File: src/rtl/weight_bram_sequencer.sv
// -----------------------------------------------------------------------------
// weight_bram_sequencer
//
// Purpose:
//   Controller for a single ANN weight BRAM (DEPTH words of DATA_W bits,
//   ADDR_W-bit address, negedge-clocked, write-first when WE=1). It is the
//   only driver of the BRAM port and runs one of two operations per START:
//     LOAD (MODE=1): accept DEPTH words from a loader over LD_VALID/LD_READY
//                    and write them to addresses 0..DEPTH-1.
//     READ (MODE=0): read addresses 0..DEPTH-1 in order and stream the words
//                    to the neuron MAC over W_VALID/W_READY.
//
// Ports:
//   CLK, RSTN           system clock (posedge), async active-low reset
//   START, MODE         begin an operation (sampled only in IDLE), 0=READ 1=LOAD
//   LD_DATA/VALID/READY loader handshake (LOAD mode)
//   W_DATA/VALID/READY  weight stream to the MAC (READ mode)
//   W_LAST, W_IDX       last-word flag and index of the word on W_DATA
//   BUSY, DONE          not-idle status, one-cycle end-of-operation pulse
//   BRAM_ADDR/DI/EN/WE  registered BRAM port controls
//   BRAM_DO             BRAM read data, valid the posedge after an EN=1,WE=0 cycle
//   CHECKSUM            (only with WEIGHT_SEQ_CHECKSUM_EN) modulo-2^DATA_W sum of
//                       all words handshaken since the last accepted START
//
// Build option:
//   `define WEIGHT_SEQ_CHECKSUM_EN to add the CHECKSUM output and its logic.
// -----------------------------------------------------------------------------
module weight_bram_sequencer #(
  parameter int DEPTH  = 28,
  parameter int ADDR_W = 5,
  parameter int DATA_W = 16
) (
  input  logic              CLK,
  input  logic              RSTN,
  input  logic              START,
  input  logic              MODE,
  input  logic [DATA_W-1:0] LD_DATA,
  input  logic              LD_VALID,
  output logic              LD_READY,
  output logic [DATA_W-1:0] W_DATA,
  output logic              W_VALID,
  input  logic              W_READY,
  output logic              W_LAST,
  output logic [ADDR_W-1:0] W_IDX,
  output logic              BUSY,
  output logic              DONE,
  output logic [ADDR_W-1:0] BRAM_ADDR,
  output logic [DATA_W-1:0] BRAM_DI,
  output logic              BRAM_EN,
  output logic              BRAM_WE,
  input  logic [DATA_W-1:0] BRAM_DO
`ifdef WEIGHT_SEQ_CHECKSUM_EN
  ,
  output logic [DATA_W-1:0] CHECKSUM
`endif
);

  // Index of the final word; all address generation stops here (no wrap).
  localparam logic [ADDR_W-1:0] LAST_IDX = ADDR_W'(DEPTH - 1);

  typedef enum logic [2:0] {
    S_IDLE      = 3'd0,
    S_LOAD_WAIT = 3'd1,
    S_LOAD_WR   = 3'd2,
    S_FETCH     = 3'd3,
    S_STREAM    = 3'd4,
    S_FIN       = 3'd5
  } state_t;

  state_t              state_q,     state_d;
  logic [ADDR_W-1:0]   idx_q,       idx_d;
  logic [DATA_W-1:0]   w_data_q,    w_data_d;
  logic                w_valid_q,   w_valid_d;
  logic                w_last_q,    w_last_d;
  logic [ADDR_W-1:0]   w_idx_q,     w_idx_d;
  logic [ADDR_W-1:0]   bram_addr_q, bram_addr_d;
  logic [DATA_W-1:0]   bram_di_q,   bram_di_d;
  logic                bram_en_q,   bram_en_d;
  logic                bram_we_q,   bram_we_d;

  // Handshake strobes, shared by the FSM and the optional checksum.
  logic start_accept;
  logic ld_fire;
  logic w_fire;

  assign start_accept = (state_q == S_IDLE) && START;
  assign ld_fire      = (state_q == S_LOAD_WAIT) && LD_VALID;
  assign w_fire       = (state_q == S_STREAM) && w_valid_q && W_READY;

  // ---------------------------------------------------------------------------
  // State and datapath registers
  // ---------------------------------------------------------------------------
  always_ff @(posedge CLK or negedge RSTN) begin
    if (!RSTN) begin
      state_q     <= S_IDLE;
      idx_q       <= '0;
      w_data_q    <= '0;
      w_valid_q   <= 1'b0;
      w_last_q    <= 1'b0;
      w_idx_q     <= '0;
      bram_addr_q <= '0;
      bram_di_q   <= '0;
      bram_en_q   <= 1'b0;
      bram_we_q   <= 1'b0;
    end else begin
      state_q     <= state_d;
      idx_q       <= idx_d;
      w_data_q    <= w_data_d;
      w_valid_q   <= w_valid_d;
      w_last_q    <= w_last_d;
      w_idx_q     <= w_idx_d;
      bram_addr_q <= bram_addr_d;
      bram_di_q   <= bram_di_d;
      bram_en_q   <= bram_en_d;
      bram_we_q   <= bram_we_d;
    end
  end

  // ---------------------------------------------------------------------------
  // Next-state and next-register logic
  // ---------------------------------------------------------------------------
  always_comb begin
    state_d     = state_q;
    idx_d       = idx_q;
    w_data_d    = w_data_q;
    w_valid_d   = w_valid_q;
    w_last_d    = w_last_q;
    w_idx_d     = w_idx_q;
    bram_addr_d = bram_addr_q;
    bram_di_d   = bram_di_q;
    bram_en_d   = bram_en_q;
    bram_we_d   = bram_we_q;

    unique case (state_q)
      S_IDLE: begin
        if (start_accept) begin
          idx_d = '0;
          if (MODE) begin
            state_d = S_LOAD_WAIT;
          end else begin
            // Launch the read of word 0 right away so its data is on
            // BRAM_DO at the next posedge.
            state_d     = S_FETCH;
            bram_addr_d = '0;
            bram_en_d   = 1'b1;
            bram_we_d   = 1'b0;
          end
        end
      end

      S_LOAD_WAIT: begin
        if (ld_fire) begin
          bram_di_d   = LD_DATA;
          bram_addr_d = idx_q;
          bram_en_d   = 1'b1;
          bram_we_d   = 1'b1;
          state_d     = S_LOAD_WR;
        end
      end

      S_LOAD_WR: begin
        // The BRAM commits the write on the negedge inside this cycle.
        bram_en_d = 1'b0;
        bram_we_d = 1'b0;
        if (idx_q == LAST_IDX) begin
          state_d = S_FIN;
        end else begin
          idx_d   = idx_q + ADDR_W'(1);
          state_d = S_LOAD_WAIT;
        end
      end

      S_FETCH: begin
        w_data_d  = BRAM_DO;
        w_valid_d = 1'b1;
        w_idx_d   = idx_q;
        w_last_d  = (idx_q == LAST_IDX);
        bram_en_d = 1'b0;
        state_d   = S_STREAM;
      end

      S_STREAM: begin
        // W_DATA/W_IDX/W_LAST hold by default until the consumer takes the word.
        if (w_fire) begin
          w_valid_d = 1'b0;
          w_last_d  = 1'b0;
          if (w_last_q) begin
            state_d = S_FIN;
          end else begin
            idx_d       = idx_q + ADDR_W'(1);
            bram_addr_d = idx_q + ADDR_W'(1);
            bram_en_d   = 1'b1;
            bram_we_d   = 1'b0;
            state_d     = S_FETCH;
          end
        end
      end

      S_FIN: begin
        state_d = S_IDLE;
      end

      default: begin
        state_d = S_IDLE;
      end
    endcase
  end

  // ---------------------------------------------------------------------------
  // Outputs. Status flags decode the state register directly so they are
  // glitch-free and drop to 0 together with the async reset.
  // ---------------------------------------------------------------------------
  assign LD_READY  = (state_q == S_LOAD_WAIT);
  assign BUSY      = (state_q != S_IDLE);
  assign DONE      = (state_q == S_FIN);
  assign W_DATA    = w_data_q;
  assign W_VALID   = w_valid_q;
  assign W_LAST    = w_last_q;
  assign W_IDX     = w_idx_q;
  assign BRAM_ADDR = bram_addr_q;
  assign BRAM_DI   = bram_di_q;
  assign BRAM_EN   = bram_en_q;
  assign BRAM_WE   = bram_we_q;

`ifdef WEIGHT_SEQ_CHECKSUM_EN
  // ---------------------------------------------------------------------------
  // Running checksum of every word crossing either handshake. Cleared when a
  // START is accepted and held through FIN/IDLE until the next one.
  // ---------------------------------------------------------------------------
  logic [DATA_W-1:0] checksum_q, checksum_d;

  always_comb begin
    checksum_d = checksum_q;
    if (start_accept) begin
      checksum_d = '0;
    end else if (ld_fire) begin
      checksum_d = checksum_q + LD_DATA;
    end else if (w_fire) begin
      checksum_d = checksum_q + w_data_q;
    end
  end

  always_ff @(posedge CLK or negedge RSTN) begin
    if (!RSTN) begin
      checksum_q <= '0;
    end else begin
      checksum_q <= checksum_d;
    end
  end

  assign CHECKSUM = checksum_q;
`else
  // Checksum feature not built: no extra state or port.
`endif

endmodule

File: config.mk
export PLATFORM = sky130hd
export DESIGN_NAME = weight_bram_sequencer
export DESIGN_NICKNAME = d
export VERILOG_FILES = /design/src/rtl/weight_bram_sequencer.sv
export SDC_FILE = /design/constraint.sdc
export NUM_CORES = 1
export LEC_CHECK = 0
export ABC_AREA = 0
export CAP_MARGIN = 25
export CORE_MARGIN = 8
export CORE_UTILIZATION = 35
export DETAILED_ROUTE_END_ITERATION = 8
export PLACE_DENSITY = 0.72
export SYNTH_ARGS = -nofsm -noshare
export SYNTH_HDL_FRONTEND = slang
export SYNTH_SLANG_ARGS = --single-unit
File: constraint.sdc
create_clock -name CLK -period 2.8 [get_ports CLK]
set_clock_uncertainty 0.2 [all_clocks]
set_input_delay 0.56 -clock CLK [delete_from_list [all_inputs] [get_ports CLK]]
set_output_delay 0.56 -clock CLK [all_outputs]
set_load 0.05 [all_outputs]
==> flow_summary_export.csv, run 1 <==
group,metric,value,unit
status,outcome,"completed",
place,io_buffer_count,86,
drt,drt-initial-drc-count,62,
drt,dr_wl_met2,2.79,mm
clock_tree,cts_sinks,54,
floorplan,start_util,0.363,
place,dp_hpwl,4.40,mm
final_layout,diodes,0,
clock_tree,cts-buffers-inserted,5,
drt,drt-total-wl,5.75,mm
global_routing,grt_max_degree,21,
sta,final-setup-viol-count,0,
yosys,ys.flop_type,"dfrtp_1",
sta,tightest_slew,0.799,ns
yosys,async_flop_share,1.00,
flow_run,drv_cap,0,
sta,fmax,0.394,GHz
drt,highest_layer,"met4",
clock_tree,insertion_delay,0.31,ns
clock_tree,clk_pin_slew_worst_paths,0.10,ns
clock_tree,clk_path_buf_depth,2,
setup_path,path_max_fanout,3,
setup_path,cp.arrival,1.78,ns
sta,rsz0062_at_grt,"no",
clock_tree,tritoncts,"done",
floorplan,die_h,100,um
floorplan,die_area,9990,sq um
final_layout,nets,315,
sta,final-hold-violation-count,0,
drt,vias,1790,
drt,route.antenna.remaining_nets,0,
drt,drt-met1-wl,2.40,mm
floorplan,io_pins,87,
setup_path,critical_path_class,"flip-flop to output pin",
global_routing,grt_pass1_vias,1850,
final_layout,final_cell_mix,"clkdlybuf4s50_1, dfrtp_1, mux2_2, nand2_1, buf_4",
final_layout,final_common_cell,"clkdlybuf4s50_1",
global_routing,grt_pass1_wl,9.45,mm
drt,drt_pass1_iterations,4,
sta,slew_headroom,0.466,
min_path,min-delay-start,"W_IDX[3]$_DFFE_PN0P_",
power,vdd_drop_max,0.000668,V
yosys,synthTopCellsByArea,"dfrtp_1, mux2_2, buf_6",
drt,wl_per_cell,15.4,um
floorplan,core_area,6790,sq um
place,routabilityCongestion,0.811,
drt,vias_per_cell,4.80,
global_routing,gr-total-overflow,0,
yosys,yosysSeqAreaShare,0.548,
clock_tree,cts_resized,0,
yosys,synth_nets,225,
sta,period_needed,2.54,ns
final_layout,area_delta_synth_final,42.2,%
power,p_per_area,1270,nW/um^2
yosys,avgSynthCellArea,13.3,sq um
clock_tree,htree_levels,2,
final_layout,fillers,606,
setup_path,worst_ep_required_time,2.04,ns
setup_path,crit_start,"state_q[2]$_DFFE_PN0P_",
sta,maxSlewViolCount,0,
yosys,ys_warn_count,0,
yosys,ys_seq_elements,54,
global_routing,antenna_found_initial,0,
yosys,netlist_instances,186,
yosys,synth_area,2470,sq um
yosys,synth_top_area_frac,0.548,
drt,wl_met3,500,um
yosys,synth-edff-count,0,
setup_path,start_kind,"flip-flop",
sta,fin_tns_setup,0,ns
power,power.total,4.47,mW
sta,fin_crit_sh,0.905,
yosys,synth.distinct_cells,45,
floorplan,placementRows,30,
drt,drc,0,
setup_path,crit_path_end_kind,"output pin",
yosys,yosysTopAreaCell,"dfrtp_1",
final_layout,drive_above_1_share,0.256,
power,leakage,1.47,nW
setup_path,regToRegStartpoint,"idx_q[0]$_DFFE_PN0P_",
min_path,hold_path.class,"flip-flop to flip-flop",
floorplan,dieWidth,100,um
setup_path,r2r_slack,0.65,ns
clock_tree,root_buffer,"clkbuf_8",
global_routing,grtUsageTotal,0.118,
[flip-flops by register name (all words and copies together) (netlist names)]
name	flops
W_LAST	1
BRAM_DI	16
idx_q	5
W_VALID	1
W_DATA	16
W_IDX	5
state_q	3
BRAM_WE	1
BRAM_EN	1
BRAM_ADDR	5
[cell type report]
class                      count  area, sq um  share of cell area
tap                           96          120              0.0342
inverter                       2         7.51             0.00214
clock inverter                 3         40.0              0.0114
sequential                    54         1350               0.385
multi-input combinational    117          991               0.282
timing repair buffer          96          931               0.265
clock buffer                   5         68.8              0.0196
[worst max-delay path, cell delays in order, from the launching register on]
cell	delay [ns]
dfrtp_1	0.40
or3_1	0.36
clkdlybuf4s50_1	0.71
[layer usage]
layer  track usage  up-vias
met5             0        -
met4        0.0419        0
met3        0.0519        5
met1         0.140      884
li1              -      855
met2         0.185       46
[through the flow]
step                hold slack [ns]  area (sq um)   util  instances  worst slack [ns]
floorplan                    0.0644          2470      -        186             0.319
global placement              0.286          3390  0.499        364             0.214
detailed placement            0.293          3390  0.499        364             0.195
CTS                           0.314          3510  0.517        373             0.244
global route                  0.321          3510  0.517        373             0.205
finish                        0.307          3510  0.517        373             0.265
[where the power goes]
part | switching [mW] | internal (mW)
logic | 1.67 | 1.01
clock network | 0.250 | 0.264
registers | 0.176 | 1.10
total | 2.09 | 2.37
[final timing paths]
path | endpoint | cells after the start
worst max-delay path | BUSY | 2
worst min-delay path | W_IDX[3]$_DFFE_PN0P_ | 1
worst max register to register | idx_q[4]$_DFFE_PN0P_ | 4
worst min register to register | W_IDX[3]$_DFFE_PN0P_ | 1
max in group asynchronous | idx_q[1]$_DFFE_PN0P_ | 3
min in group asynchronous | BRAM_WE$_DFFE_PN0P_ | 2
[cells by family after synthesis]
kind of cell	synth area share
mux	0.204
flops	0.548
compound gates	0.0867
buf+inv	0.0507
fa+ha+maj	0.00507
simple gates	0.105
[cell usage after synthesis, types with 2 or more instances]
library cell / n
nand3_1: 2
dfrtp_1: 54
buf_6: 5
or3_1: 3
nand2_1: 10
nor2b_1: 2
nor3_1: 3
and2_1: 3
buf_2: 2
o21ai_0: 8
mux2_2: 43
inv_1: 2
clkbuf_8: 2
and2b_2: 2
and2b_1: 2
a21oi_1: 3
a221o_2: 3
nor2_1: 5
mux2i_1: 2
o21bai_1: 2
buf_4: 2
a22oi_1: 3
[timing repair]
item | CTS | global route
endpoints found under the hold margin | 13 | 0
hold buffers | 1 | 0
buffers inserted | 0 | 0
No activity file was read; power rests on OpenSTA's default activity.
==> run 2: changes to the inputs <==
Settings changed: CORE_ASPECT_RATIO set to 1.1.
==> run 2 against run 1 <==
Clock power is 14% lower. Critical path type unchanged. Final cell count is 3.2% lower. Via count is 1.9% higher. Register-to-register slack worse by 0.12 ns. Die area hardly changed. Routed wire length is 2.7% higher. Non-clock buffer count is 1 lower. Critical path depth stayed put. First-iteration DRC count is 26% lower. Sequential share of layout area is 0.18 points higher. Combinational power is 1% higher.
==> flow_summary_export.csv, run 2 (synthesized netlist as in run 1, its figures left out) <==
group,metric,value,unit
status,outcome,"completed",
drt,drt-total-wl,5.91,mm
setup_path,path_cells,"or3_1, clkdlybuf4s50_1",
sta,period_needed,2.63,ns
floorplan,io_pins,87,
setup_path,cp.arrival,1.87,ns
clock_tree,clk_pin_slew_worst_paths,0.09,ns
sta,tightest_slew,0.741,ns
drt,drt-initial-drc-count,46,
clock_tree,htree_levels,2,
global_routing,grt_max_degree,55,
drt,route.antenna.remaining_nets,0,
drt,wl_per_cell,16.4,um
global_routing,grt_pass1_wl,10.1,mm
clock_tree,ctsHoldBuffers,0,
floorplan,placementRows,32,
final_layout,regArea,1350,sq um
setup_path,max_stage_delay,0.70,ns
sta,fin_crit_sh,0.940,
sta,final-setup-viol-count,0,
final_layout,final_common_cell,"clkdlybuf4s50_1",
power,p_per_area,1270,nW/um^2
drt,drt_pass1_iterations,4,
sta,fin_tns_setup,0,ns
flow_run,drv_cap,0,
global_routing,grt_pass1_vias,2037,
place,routabilityCongestion,0.798,
final_layout,nets,314,
setup_path,worst_ep_required_time,2.04,ns
setup_path,critical_path_class,"flip-flop to output pin",
final_layout,final_cell_mix,"clkdlybuf4s50_1, dfrtp_1, mux2_2, nand2_1",
clock_tree,cts-buffers-inserted,5,
sta,maxSlewViolCount,0,
floorplan,die_area,10000,sq um
clock_tree,tritoncts,"done",
sta,rsz0062_at_grt,"no",
power,vdd_drop_max,0.000603,V
sta,final-hold-violation-count,0,
clock_tree,root_buffer,"clkbuf_8",
power,leakage,1.47,nW
floorplan,dieWidth,96.1,um
drt,drc,0,
floorplan,start_util,0.356,
final_layout,fillers,628,
clock_tree,cts_resized,0,
floorplan,core_area,6930,sq um
final_layout,drive_above_1_share,0.254,
setup_path,critPathSlowestCell,"clkdlybuf4s50_1",
setup_path,path_max_fanout,8,
sta,fmax,0.380,GHz
place,dp_hpwl,4.37,mm
clock_tree,post_cts_buffers,0,
setup_path,start_kind,"flip-flop",
global_routing,antenna_found_initial,0,
clock_tree,clk_path_buf_depth,2,
setup_path,crit_path_end_kind,"output pin",
global_routing,grtUsageTotal,0.126,
place,io_buffer_count,86,
drt,vias,1824,
setup_path,crit_family,"buffers and inverters",
final_layout,diodes,0,
final_layout,area_delta_synth_final,41.6,%
clock_tree,cts_sinks,54,
global_routing,gr-total-overflow,0,
clock_tree,insertion_delay,0.30,ns
final_layout,final_util,0.504,
drt,vias_per_cell,5.05,
setup_path,path_buf_inv,1,
final_layout,multi_input_area,991,sq um
sta,slew_headroom,0.503,
min_path,hold_path.class,"input pin to asynchronous set/reset pin",
floorplan,die_h,104,um
## run 2: cell count changes in the layout (fill, tap and decap cells not counted), sizes merged
cell / previous run / this run
clkbuf: 5 / 7
bufinv: 1 / 0
clkinv: 2 / 1
dlygate4sd3: 1 / 0
## run 2: path summary, 6_finish.rpt
check                                            start                        to  slack [ns]  depth (start not counted)
worst max-delay path            state_q[1]$_DFFE_PN0P_                      BUSY        0.17                          2
worst min-delay path                              RSTN    BRAM_DI[7]$_DFFE_PN0P_        0.04                          2
worst max register to register  state_q[1]$_DFFE_PN0P_      idx_q[2]$_DFFE_PN0P_        0.53                          4
worst min register to register  W_DATA[15]$_DFFE_PN0P_    W_DATA[15]$_DFFE_PN0P_        0.31                          1
max in group asynchronous                         RSTN  BRAM_ADDR[4]$_DFFE_PN0P_        2.12                          2
min in group CLK                W_DATA[15]$_DFFE_PN0P_    W_DATA[15]$_DFFE_PN0P_        0.31                          1
## run 2: final cells by class
type / count / area share
clock buffers: 7 / 0.0247
multi-input cells: 117 / 0.284
repair buffers: 95 / 0.271
well taps: 85 / 0.0304
clock inverters: 1 / 0.00143
inverters: 2 / 0.00215
flip-flops and latches: 54 / 0.387
## run 2: worst reg2reg max path: cells and delay by family, from the launching register on
family | cells | cell delay, ns
AO/OA/AOI/OAI | 2 | 1.01
flip-flops | 1 | 0.49
AND/OR/NAND/NOR | 1 | 0.24
buffers and inverters | 1 | 0.22
## run 2: report_power, final
part / switching (mW) / internal [mW] / total (mW)
clock network: 0.243 / 0.200 / 0.443
logic: 1.68 / 1.05 / 2.72
registers: 0.184 / 1.10 / 1.28
## run 2: routing by layer
metal,up-vias,global-route usage,share of wire
met5,-,0,0
met2,48,0.200,0.49
met1,916,0.145,0.40
met4,0,0.0330,0.010
met3,6,0.0599,0.096
li1,854,-,-
## run 2: stage by stage
stage | hold slack, ns | power [mW] | cells | setup slack [ns] | cell area (sq um)
global route | 0.0463 | 4.69 | 361 | 0.108 | 3490
floorplan | 0.0644 | 3.17 | 186 | 0.319 | 2470
global placement | 0.286 | 4.01 | 353 | 0.146 | 3400
CTS | 0.0455 | 4.51 | 361 | 0.154 | 3490
detailed placement | 0.295 | 4.04 | 353 | 0.0992 | 3400
finish | 0.0360 | 4.44 | 361 | 0.168 | 3490
==> run 3: changes to the inputs <==
Settings changed: MAX_ROUTING_LAYER set to met4.
Clock period 2.8 ns to 3.35 ns, I/O delays scaled along.
==> run 3 against run 2 <==
Die area unchanged. Critical path depth increased by 1. Sequential cell count did not move. Non-clock buffer count decreased by 4. Total power fell by 17%. Register-to-register slack better by 0.48 ns. Sequential power down 14%. Largest cell class unchanged.
==> flow_summary_export.csv, run 3 (synthesized netlist as in run 1, its figures left out) <==
group,metric,value,unit
floorplan,dieWidth,96.1,um
clock_tree,htree_levels,2,
final_layout,drive_above_1_share,0.239,
sta,final-setup-viol-count,0,
sta,period_needed,2.96,ns
global_routing,grtUsageTotal,0.126,
place,dp_hpwl,4.43,mm
global_routing,grt_max_degree,31,
power,leakage,1.44,nW
power,intPower,1.92,mW
final_layout,area_delta_synth_final,39.8,%
power,power.total,3.67,mW
place,routabilityCongestion,0.795,
final_layout,final_util,0.498,
power,p_sw,1.75,mW
setup_path,critPathSlowestCell,"clkdlybuf4s50_1",
sta,rsz0062_at_grt,"no",
min_path,hold_path.class,"input pin to asynchronous set/reset pin",
floorplan,io_pins,87,
status,outcome,"completed",
global_routing,grt_pass1_wl,9.71,mm
drt,vias_per_cell,5.04,
drt,drc,0,
power,seq_power_share,0.299,
power,vdd_drop_max,0.000499,V
global_routing,antenna_found_initial,0,
clock_tree,clk_pin_slew_worst_paths,0.09,ns
global_routing,gr-total-overflow,0,
sta,slew_headroom,0.463,
clock_tree,clk_path_buf_depth,2,
sta,maxSlewViolCount,0,
floorplan,start_util,0.356,
clock_tree,cts_sinks,54,
global_routing,grt_pass1_vias,1915,
final_layout,postLayoutCellArea,3450,sq um
final_layout,stdcell_count,357,
drt,vias,1800,
clock_tree,ctsHoldBuffers,0,
setup_path,path_max_fanout,17,
clock_tree,cts_resized,0,
clock_tree,insertion_delay,0.30,ns
power,switching_share,0.476,
place,placed_cells,348,
setup_path,crit_path_end_kind,"output pin",
power,pwr-share-comb,0.600,
final_layout,final_common_cell,"clkdlybuf4s50_1",
drt,route.antenna.remaining_nets,0,
setup_path,worst_ep_required_time,2.48,ns
place,place_area,3340,sq um
sta,final-hold-violation-count,0,
drt,wl_per_cell,16.7,um
drt,drt-total-wl,5.96,mm
clock_tree,root_buffer,"clkbuf_8",
sta,fin_crit_sh,0.884,
floorplan,die_area,10000,sq um
floorplan,core_area,6930,sq um
floorplan,die_h,104,um
setup_path,start_kind,"flip-flop",
setup_path,crit_start,"state_q[2]$_DFFE_PN0P_",
floorplan,placementRows,32,
place,io_buffer_count,86,
setup_path,cp.arrival,2.09,ns
clock_tree,post_cts_buffers,0,
setup_path,max_stage_delay,0.81,ns
sta,tightest_slew,0.804,ns
setup_path,critical_path_class,"flip-flop to output pin",
drt,drt_pass1_iterations,4,
final_layout,fillers,630,
setup_path,path_cells,"nor3b_2, buf_4, clkdlybuf4s50_1",
sta,fmax,0.338,GHz
clock_tree,cts-buffers-inserted,5,
clock_tree,tritoncts,"done",
flow_run,drv_cap,0,
sta,fin_tns_setup,0,ns
drt,drt-initial-drc-count,80,
final_layout,diodes,0,
final_layout,final_cell_mix,"clkdlybuf4s50_1, dfrtp_1, mux2_2, nand2_1, o21ai_0",
power,power.clock.fraction,0.101,
power,p_per_area,1070,nW/um^2
setup_path,regToRegStartpoint,"state_q[2]$_DFFE_PN0P_",
final_layout,nets,310,
==> run 3: cell count changes in the layout (fill, tap and decap cells not counted) <==
cell             change
buf_8                +1
clkdlybuf4s50_1      +1
buf_12               -2
buf_4                -4
==> run 3: worst max-delay path: cells and delay by family (launching register included) <==
| family | cells | cell delay (ns) |
|---|---|---|
| AND/OR/NAND/NOR | 1 | 0.24 |
| flip-flops | 1 | 0.56 |
| buffers and inverters | 2 | 0.98 |
==> run 3: routing by layer <==
| metal | global-route usage | share of wire | up-vias |
|---|---|---|---|
| li1 | - | - | 838 |
| met1 | 0.148 | 0.42 | 901 |
| met2 | 0.197 | 0.49 | 57 |
| met3 | 0.0426 | 0.079 | 4 |
| met4 | 0.0330 | 0.0065 | 0 |
| met5 | - | 0 | - |
==> run 3: through the flow <==
step / worst slack (ns) / hold WS [ns]
after floorplan: 0.869 / 0.174
after global placement: 0.572 / 0.288
after global routing: 0.279 / 0.171
after detailed placement: 0.500 / 0.295
final: 0.388 / 0.155
after CTS: 0.378 / 0.172
==> run 3: layout make-up <==
| class | count | area, sq um | share of cell area |
|---|---|---|---|
| Clock buffer | 7 | 86.3 | 0.0250 |
| Clock inverter | 1 | 5.00 | 0.00145 |
| Inverter | 2 | 7.51 | 0.00218 |
| Multi-Input combinational cell | 117 | 991 | 0.287 |
| Sequential cell | 54 | 1350 | 0.392 |
| Tap cell | 85 | 106 | 0.0308 |
| Timing Repair Buffer | 91 | 901 | 0.261 |
==> run 3: power by group through the flow <==
stage | clock (mW) | combinational, mW | sequential [mW]
6_report | 0.371 | 2.20 | 1.10
5_1_grt | 0.414 | 2.31 | 1.14
4_1_cts | 0.389 | 2.22 | 1.10
3_5_place_dp | 0 | 2.22 | 1.11
3_3_place_gp | 0 | 2.21 | 1.10
2_1_floorplan | 0 | 0.755 | 1.89
==> run 3: path summary, 6_finish.rpt <==
kind,to,slack [ns],cells after the start
min reg2reg,W_DATA[11]$_DFFE_PN0P_,0.31,1
min,BRAM_DI[5]$_DFFE_PN0P_,0.15,1
max in group asynchronous,W_DATA[2]$_DFFE_PN0P_,1.98,2
max reg2reg,idx_q[2]$_DFFE_PN0P_,1.01,4
min in group CLK,W_DATA[11]$_DFFE_PN0P_,0.31,1
max,LD_READY,0.39,3
